### src/rtl/glitch_filter_pkg.sv
// Shared types and constants for the glitch filter: FSM encoding, default
// parameter values and the run-counter width.
package glitch_filter_pkg;

  typedef enum logic {
    STABLE  = 1'b0,
    PENDING = 1'b1
  } state_t;

  localparam int STABLE_CYCLES_DEF = 4;
  localparam int CNT_W_DEF         = 8;
  localparam int RUN_W             = 8;

endpackage

### src/rtl/sync_2ff.sv
// Two-flop synchronizer for a single asynchronous level, clearable by rst.
module sync_2ff (
  input  logic clk,
  input  logic rst,
  input  logic d,
  output logic q
);

  logic sync1;
  logic sync2;

  always_ff @(posedge clk) begin
    if (rst) begin
      sync1 <= 1'b0;
      sync2 <= 1'b0;
    end else begin
      sync1 <= d;
      sync2 <= sync1;
    end
  end

  assign q = sync2;

endmodule

### src/rtl/glitch_filter.sv
// Debounces an asynchronous level: a change is accepted only after
// STABLE_CYCLES consecutive differing samples; shorter runs are counted as glitches.
module glitch_filter
  import glitch_filter_pkg::*;
#(
  parameter int STABLE_CYCLES = STABLE_CYCLES_DEF,
  parameter int CNT_W         = CNT_W_DEF
) (
  input  logic             clk,
  input  logic             rst,
  input  logic             din,
  input  logic             clr_cnt,
  output logic             dout,
  output logic             rise,
  output logic             fall,
  output logic             glitch,
  output logic [RUN_W-1:0] glitch_len,
  output logic [CNT_W-1:0] glitch_cnt
);

  localparam logic [RUN_W-1:0] LAST = RUN_W'(STABLE_CYCLES - 1);

  function automatic logic [CNT_W-1:0] sat_inc(input logic [CNT_W-1:0] v);
    return (&v) ? v : v + CNT_W'(1);
  endfunction

  logic             sync2;
  state_t           state, state_n;
  logic [RUN_W-1:0] run_cnt, run_n;
  logic             dout_n, rise_n, fall_n, glitch_n;
  logic [RUN_W-1:0] glen_n;
  logic [CNT_W-1:0] gcnt_n;

  sync_2ff u_sync (
    .clk (clk),
    .rst (rst),
    .d   (din),
    .q   (sync2)
  );

  always_comb begin
    state_n  = state;
    run_n    = run_cnt;
    dout_n   = dout;
    rise_n   = 1'b0;
    fall_n   = 1'b0;
    glitch_n = 1'b0;
    glen_n   = glitch_len;
    gcnt_n   = glitch_cnt;
    case (state)
      STABLE: begin
        run_n = '0;
        if (sync2 != dout) begin
          if (STABLE_CYCLES == 1) begin
            dout_n = sync2;
            rise_n = sync2;
            fall_n = ~sync2;
          end else begin
            state_n = PENDING;
            run_n   = RUN_W'(1);
          end
        end
      end
      PENDING: begin
        if (sync2 != dout) begin
          if (run_cnt == LAST) begin
            dout_n  = sync2;
            rise_n  = sync2;
            fall_n  = ~sync2;
            run_n   = '0;
            state_n = STABLE;
          end else begin
            run_n = run_cnt + RUN_W'(1);
          end
        end else begin
          // Level returned before the run qualified: report and drop it.
          glitch_n = 1'b1;
          glen_n   = run_cnt;
          gcnt_n   = sat_inc(glitch_cnt);
          run_n    = '0;
          state_n  = STABLE;
        end
      end
      default: begin
        state_n = STABLE;
        run_n   = '0;
      end
    endcase
    if (clr_cnt) gcnt_n = '0;
  end

  // Filter state and registered outputs
  always_ff @(posedge clk) begin
    if (rst) begin
      state      <= STABLE;
      run_cnt    <= '0;
      dout       <= 1'b0;
      rise       <= 1'b0;
      fall       <= 1'b0;
      glitch     <= 1'b0;
      glitch_len <= '0;
      glitch_cnt <= '0;
    end else begin
      state      <= state_n;
      run_cnt    <= run_n;
      dout       <= dout_n;
      rise       <= rise_n;
      fall       <= fall_n;
      glitch     <= glitch_n;
      glitch_len <= glen_n;
      glitch_cnt <= gcnt_n;
    end
  end

endmodule

### config.mk
export PLATFORM = sky130hd
export DESIGN_NAME = glitch_filter
export DESIGN_NICKNAME = d
export VERILOG_FILES = /design/src/rtl/glitch_filter_pkg.sv /design/src/rtl/sync_2ff.sv /design/src/rtl/glitch_filter.sv
export SDC_FILE = /design/constraint.sdc
export NUM_CORES = 1
export LEC_CHECK = 0
export ABC_AREA = 1
export CORE_ASPECT_RATIO = 0.9
export CORE_MARGIN = 5
export CORE_UTILIZATION = 25
export CTS_CLUSTER_SIZE = 25
export DETAILED_ROUTE_END_ITERATION = 7
export PLACE_DENSITY = 0.53
export SLEW_MARGIN = 20
export SYNTH_ARGS = -nofsm -noshare
export SYNTH_HDL_FRONTEND = slang
export SYNTH_HIERARCHICAL = 1
export SYNTH_SLANG_ARGS = --single-unit
### constraint.sdc
create_clock -name clk -period 1.4 [get_ports clk]
set_input_delay 0.14 -clock clk [delete_from_list [all_inputs] [get_ports clk]]
set_output_delay 0.14 -clock clk [all_outputs]
set_load 0.05 [all_outputs]
==> results of run 1 <==
## final timing paths
| kind | end | startpoint | depth (start not counted) | slack [ns] |
|---|---|---|---|---|
| worst max-delay path | glitch_cnt[6] | glitch_cnt[5] | 7 | 0.15 |
| worst max register to register | glitch_cnt[6] | glitch_cnt[5] | 7 | 0.15 |
| worst min register to register | u_sync/q | u_sync/sync1 | 2 | 0.40 |
| worst min-delay path | u_sync/sync1 | din | 3 | 0.38 |
## power breakdown
group          leakage, uW  switching, uW  total [uW]  internal [uW]
clock network    0.0000422            311         659            348
registers         0.000255           8.28         899            891
logic             0.000537           60.1         107           46.8
total             0.000834            379        1660           1290
## critical path: stages, from the launching register on
cell     delay (ns)
dfxtp_2        0.39
nand2_1        0.11
nor2_1         0.24
nand2_4        0.11
nand3_1        0.11
nand2_1        0.06
nand2_1        0.06
nor2_1         0.05
## per-stage QoR
step	cell area [um2]	hold slack [ns]	util
floorplan	1388	0.2112	-
global placement	1896	0.3906	0.3586
detailed placement	1896	0.4054	0.3586
CTS	1977	0.3804	0.3740
global route	2008	0.4122	0.3799
finish	2008	0.3820	0.3799
## layout make-up
cell class	count	area [um2]	share of cell area
well taps	67	83.83	0.04174
flip-flops and latches	31	634.4	0.3159
inverters	27	101.3	0.05047
multi-input cells	126	664.4	0.3308
repair buffers	33	442.9	0.2206
clock buffers	7	76.32	0.03801
clock inverters	1	5.005	0.002492
## synthesized netlist by cell type (all sizes together)
library cell / instances
a21oi: 14
buf: 1
clkbuf: 1
dfxtp: 31
ha: 2
inv: 27
nand2: 48
nand3: 17
nand4: 2
nor2: 28
nor3: 2
o21ai: 7
or2: 2
xnor2: 1
xor2: 3
## placed cells by master, fill, tap and decap left out, drive strengths merged
cell | synthesis | routed
nand2 | 48 | 48
dfxtp | 31 | 31
buf | 1 | 30
nor2 | 28 | 28
inv | 27 | 27
nand3 | 17 | 17
a21oi | 14 | 14
o21ai | 7 | 7
clkbuf | 1 | 7
xor2 | 3 | 3
clkdlybuf4s50 | 0 | 3
nand4 | 2 | 2
or2 | 2 | 2
nor3 | 2 | 2
ha | 2 | 2
xnor2 | 1 | 1
clkinv | 0 | 1
## state kept, by name (all words and copies together), names as in the netlist
register / cells
glitch_cnt: 8
glitch_len: 8
run_cnt: 8
dout: 1
fall: 1
glitch: 1
rise: 1
state: 1
u_sync/q: 1
u_sync/sync1: 1
## per-layer routing
metal  wire length [um]  part of all wire  vias to the layer above  track usage
li1                   -                 -                      656            -
met1               1473              0.49                      543       0.1208
met2               1343              0.45                       17       0.1413
met3                115             0.038                        6      0.02667
met4                 74             0.025                        0      0.06042
met5                  0                 0                        -            0
## kinds of logic after synthesis
group / after synthesis / synth area share
buffers and inverters: 29 / 0.08719
xor gates and xnor gates: 4 / 0.02544
and+or+nand+nor: 99 / 0.3397
AOI/OAI and AO/OA: 21 / 0.07902
DFF: 31 / 0.4505
adders and majority gates: 2 / 0.01816
==> results by group, run 1 <==
Run status
  – Status: complete, no violations

Detailed routing
  – Drt total wl: 3.006 mm
  – DRC Markers: 0
  – Routed vias/inst: 4.185
  – Via count: 1,222
  – WL/cell: 10.29 um
  – Post-route ant nets: 0
  – Pre-antenna DRT Iters: 4
  – Initial DRC Count: 66

Clocking
  – Cts hold-fix bufs: 0
  – Cts bufs inserted: 5
  – Clock Pin Slew Worst Setup and Hold Paths: 0.06 ns
  – Clock sinks: 31
  – Root buf cell: clkbuf_8
  – Worst skew pair latency: 0.28 ns
  – Htree depth: 2
  – CTS tree: built
  – Clk buf depth: 2
  – # Post-CTS Setup Buffers: 0
  – Post-cts resize count: 0

Placed design
  – Placed insts: 284
  – Final HPWL DP: 2.339 mm
  – Place WS: 0.01779 ns
  – IO Port Bufs: 23
  – Routability cong.: 0.7512

Yosys
  – Netlist cell types: 24
  – Flops & latches, synth: 31
  – Avg Inst Size Synth: 7.406 um2
  – Cell count after synthesis: 186
  – Mapped Nets: 192
  – Post-synthesis sequential area ratio: 0.4505
  – Syn. warnings: 6
  – Top post-synthesis cells by area: dfxtp_1, nand2_1, nor2_1, inv_1, nand3_1
  – Cell taking the most area after synthesis: dfxtp_1
  – Synth top area share: 0.4505
  – Post-synthesis cell area: 1378 um2

Worst setup path
  – Worst-path fanout max: 5
  – CP Data Required Time: 1.57 ns
  – Crit Path Category: flop to flop
  – Critical Path AT: 1.41 ns
  – Crit end category: flop
  – Worst Setup Start Kind: flop

Timing
  – Fin Clk Skew: 0.005199 ns
  – Tcrit/Tclk final: 0.8898
  – Setup TNS Final: 0 ns
  – Achievable Freq: 802.7 MHz
  – Count of final setup violators: 0
  – Final Critical Period: 1.246 ns
  – Worst-margin pin slew: 0.3157 ns
  – Relative max-transition margin: 0.7887
  – Slew Viols, Final: 0
  – Fin. Hold Viols: 0
  – Final Worst Setup Slack: 0.1543 ns

Die
  – Core region area: 5286 um2
  – Die width: 88.25 um
  – Num ports: 24
  – Std-Cell Rows: 25
  – Die height: 80.42 um
  – Initial Util: 0.2606
  – Die area: 7097 um2

Layout
  – Fraction of layout cells with a size suffix above 1: 0.2933
  – Fillcell total: 558
  – Antenna cell count: 0
  – Area grow syn2layout: 45.78%
  – Non-Filler Instances: 292
  – NumNets Final: 230

GRT
  – Pin count of the biggest net entering global routing: 13
  – Global route overflow: 0
  – First-pass GRT wire length: 5.188 mm
  – Initial antenna violation count: 0
  – GRT Overall Usage: 0.09557
  – Vias in the first global route: 1,181

Job
  – Max-capacitance violation count: 0

Power and ir drop
  – Leak: 0.0008341 uW
  – Power Density: 828.9 nW/um2
  – Max rail drop VDD: 441.4 uV
  – PnR Total Power: 1665 uW

Hold path
  – Tightest Hold Check Type: primary input to flop
Power figures use the tool's default switching activity.
==> inputs of run 2 (changes only) <==
--- a/config.mk
+++ b/config.mk
@@ -9,11 +9,11 @@
 export CORE_ASPECT_RATIO = 0.9
 export CORE_MARGIN = 5
 export CORE_UTILIZATION = 25
+export CTS_BUF_LIST = sky130_fd_sc_hd__clkbuf_8
 export CTS_CLUSTER_SIZE = 25
 export DETAILED_ROUTE_END_ITERATION = 7
 export PLACE_DENSITY = 0.53
 export SLEW_MARGIN = 20
 export SYNTH_ARGS = -nofsm -noshare
 export SYNTH_HDL_FRONTEND = slang
-export SYNTH_HIERARCHICAL = 1
 export SYNTH_SLANG_ARGS = --single-unit
==> results by group, run 2 <==
Detailed routing
  – WL/cell: 10.49 um (+1.9%)
  – Initial DRC Count: 62 (-6.1%)
  – Drt total wl: 3.084 mm (+2.6%)
  – Routed vias/inst: 4.150 (-0.84%)
  – Pre-antenna DRT Iters: 4 (unchanged)
  – Via count: 1,220 (-0.16%)
  – DRC Markers: 0 (unchanged)
  – Post-route ant nets: 0 (unchanged)

Placed design
  – Final HPWL DP: 2.403 mm (+2.8%)
  – Routability cong.: 0.7984 (+6.3%)
  – Placed inst area: 1891 um2 (-0.26%)
  – IO Port Bufs: 23 (unchanged)

Die
  – Die width: 88.07 um (-0.20%)
  – Std-Cell Rows: 25 (unchanged)
  – Initial Util: 0.2594 (-0.001183)
  – Core region area: 5286 um2 (unchanged)
  – Die height: 80.26 um (-0.20%)
  – Num ports: 24 (unchanged)
  – Die area: 7069 um2 (-0.40%)

Worst setup path
  – Worst Setup Start Kind: flop
  – Worst R2R End: glitch_cnt[0]
  – R2R depth: 7 (unchanged)
  – Crit end category: flop
  – Crit Path Category: flop to flop
  – Crit path largest cell delay: 0.32 ns (-0.07 ns)
  – Crit. Startpoint: glitch_cnt[0]
  – Worst r2r src: glitch_cnt[0]
  – Critical Path AT: 1.47 ns (+0.06 ns)
  – Crit path to: glitch_cnt[0]
  – Crit path cell chain: ha_1 > nand3_1 > inv_1 > nand2_2 > nand2_2 > o21ai_0 > nor2_1
  – R2r setup slk: 0.10 ns (-0.05 ns)
  – Worst-path fanout max: 5 (unchanged)
  – Slowest CP cell: dfxtp_2
  – CP Data Required Time: 1.57 ns (about the same)
  – Critical Path Most Common Cell: nand2_2

Layout
  – Fillcell total: 541 (-3.0%)
  – Most common cell after layout, fill and taps aside: nand2_1
  – Most frequent cells in the layout: nand2_1, nor2_1, inv_1
  – NumNets Final: 232 (+0.87%)
  – Fraction of layout cells with a size suffix above 1: 0.2952 (+0.001821)
  – Regs by FF count: glitch_cnt x8, glitch_len x8, run_cnt x8
  – Antenna cell count: 0 (unchanged)
  – Area grow syn2layout: 45.80% (about the same)
  – Design Area, Final: 1999 um2 (-0.44%)

Power and ir drop
  – Int Pwr: 1378 uW (+7.2%)
  – Leak: 0.0008404 uW (+0.76%)
  – Power Density: 886.9 nW/um2 (+7.0%)
  – Sw Ratio: 0.2229 (-0.005003)
  – Reg power frac: 0.508 (-0.032)
  – Gate power share: 0.059 (-0.005)
  – Max rail drop VDD: 431.6 uV (-2.2%)
  – Switching pwr: 395.2 uW (+4.2%)
  – Clock network power share: 0.433 (+0.037)

Yosys
  – Most frequent cell after synthesis: nand2_1
  – Dominant synthesized flop cell: dfxtp_1
  – Avg Inst Size Synth: 7.373 um2 (-0.45%)
  – Synth async-reset ratio: 0 (unchanged)
  – Cell taking the most area after synthesis: dfxtp_1
  – Post-synthesis sequential area ratio: 0.4526 (+0.002055)
  – Top post-synthesis cells by area: dfxtp_1, nand2_1, nor2_1, inv_1, nand3_1
  – Post-synthesis cell area: 1371 um2 (-0.45%)
  – Cell count after synthesis: 186 (unchanged)
  – Synth top area share: 0.4526 (+0.002055)
  – Flops & latches, synth: 31 (unchanged)
  – Post-synth EDFFs: 0 (unchanged)
  – Mapped Nets: 192 (unchanged)
  – Netlist cell types: 23 (-4.2%)
  – Post-synth top cells: nand2_1, dfxtp_1, nor2_1
  – Syn. warnings: 0 (-6)

Clocking
  – CTS tree: built
  – Post-cts resize count: 0 (unchanged)
  – Clock Pin Slew Worst Setup and Hold Paths: 0.06 ns (about the same)
  – Clock sinks: 31 (unchanged)
  – # Post-CTS Setup Buffers: 0 (unchanged)
  – Clk buf depth: 2 (unchanged)
  – Worst skew pair latency: 0.28 ns (about the same)
  – Cts hold-fix bufs: 0 (unchanged)
  – Cts bufs inserted: 5 (unchanged)
  – Root buf cell: clkbuf_8
  – Htree depth: 2 (unchanged)

Timing
  – Count of final setup violators: 0 (unchanged)
  – Worst-margin pin slew: 0.3654 ns (+0.04967 ns)
  – Final Critical Period: 1.297 ns (+0.05097 ns)
  – Tcrit/Tclk final: 0.9262 (+0.03641)
  – Worst hold slack: 0.3811 ns (-0.0008840 ns)
  – Slew Viols, Final: 0 (unchanged)
  – Fin Clk Skew: 0.004615 ns (-0.0005844 ns)
  – Fin. Hold Viols: 0 (unchanged)
  – Unrepaired setup endpoints after global routing: false
  – Achievable Freq: 771.2 MHz (-3.9%)
  – Relative max-transition margin: 0.7555 (-0.03324)

Job
  – Max-capacitance violation count: 0 (unchanged)

GRT
  – GRT Overall Usage: 0.09633 (+0.0007582)
  – Vias in the first global route: 1,159 (-1.9%)
  – Global route overflow: 0 (unchanged)
  – First-pass GRT wire length: 5.202 mm (+0.27%)
  – Initial antenna violation count: 0 (unchanged)
  – Pin count of the biggest net entering global routing: 11 (-2)

Run status
  – Status: complete, no violations

Hold path
  – Tightest Hold Check Type: primary input to flop
run 2: changes by cell type after synthesis, sizes merged:
cell | before | now
buf | 1 | 2
clkbuf | 1 | 0
run 2: power groups by stage:
| stage | logic [uW] | registers (uW) | clock network (uW) |
|---|---|---|---|
| floorplan | 39.5 | 937 | 0 |
| global placement | 105 | 920 | 0 |
| finish | 104 | 901 | 768 |
| CTS | 106 | 900 | 796 |
| global route | 113 | 901 | 840 |
| detailed placement | 105 | 920 | 0 |
run 2: area by class of cell:
cell class,instances,area [um2],area share
multi-input combinational,126,636.9,0.3185
sequential,31,631.9,0.3160
inverter,27,101.3,0.05069
clock inverter,1,3.754,0.001877
timing repair buffer,35,445.4,0.2228
clock buffer,7,96.34,0.04819
tap,67,83.83,0.04193
run 2: logic make-up after synthesis:
logic type	Yosys count	synth area share
buffers and inverters	29	0.08849
flip-flops	31	0.4526
AO/OA/AOI/OAI	21	0.07938
adder cells (fa/ha/maj)	2	0.01825
XOR/XNOR	4	0.02555
AND/OR/NAND/NOR	99	0.3358
run 2: worst min-delay path by stage:
stage	startpoint	cells after the start	slack (ns)	to
final	din	3	0.38	u_sync.sync1
after global routing	din	3	0.38	u_sync.sync1
after CTS	din	3	0.37	u_sync.sync1
after detailed placement	u_sync.sync1	2	0.40	u_sync.q
after global placement	u_sync.sync1	2	0.39	u_sync.q
after floorplan	din	2	0.25	u_sync.sync1
run 2: layer usage:
layer | vias to the layer above | part of all wire | global-route usage | wire length (um)
li1 | 660 | - | - | -
met1 | 537 | 0.50 | 0.1211 | 1540
met4 | 0 | 0.019 | 0.04079 | 59
met2 | 19 | 0.43 | 0.1438 | 1323
met3 | 4 | 0.052 | 0.04000 | 160
met5 | - | 0 | 0 | 0
run 2: worst max-delay path, delay by kind of cell (launching register included):
| family | cells | cell delay [ns] |
|---|---|---|
| buffers and inverters | 1 | 0.06 |
| DFF | 1 | 0.32 |
| AOI/OAI and AO/OA | 1 | 0.18 |
| adders and majority gates | 1 | 0.22 |
| and+or+nand+nor | 4 | 0.40 |
run 2: metrics by stage:
step / worst slack (ns) / cells / total power (uW) / TNS (ns) / util
3_3_place_gp: 0.01117 / 286 / 1025 / 0 / 0.3576
4_1_cts: 0.08752 / 294 / 1802 / 0 / 0.3766
5_1_grt: 0.0007604 / 294 / 1854 / 0 / 0.3782
3_5_place_dp: -0.05304 / 286 / 1025 / -0.1812 / 0.3576
2_1_floorplan: 0.004656 / 186 / 976.5 / 0 / -
6_report: 0.1033 / 294 / 1773 / 0 / 0.3782
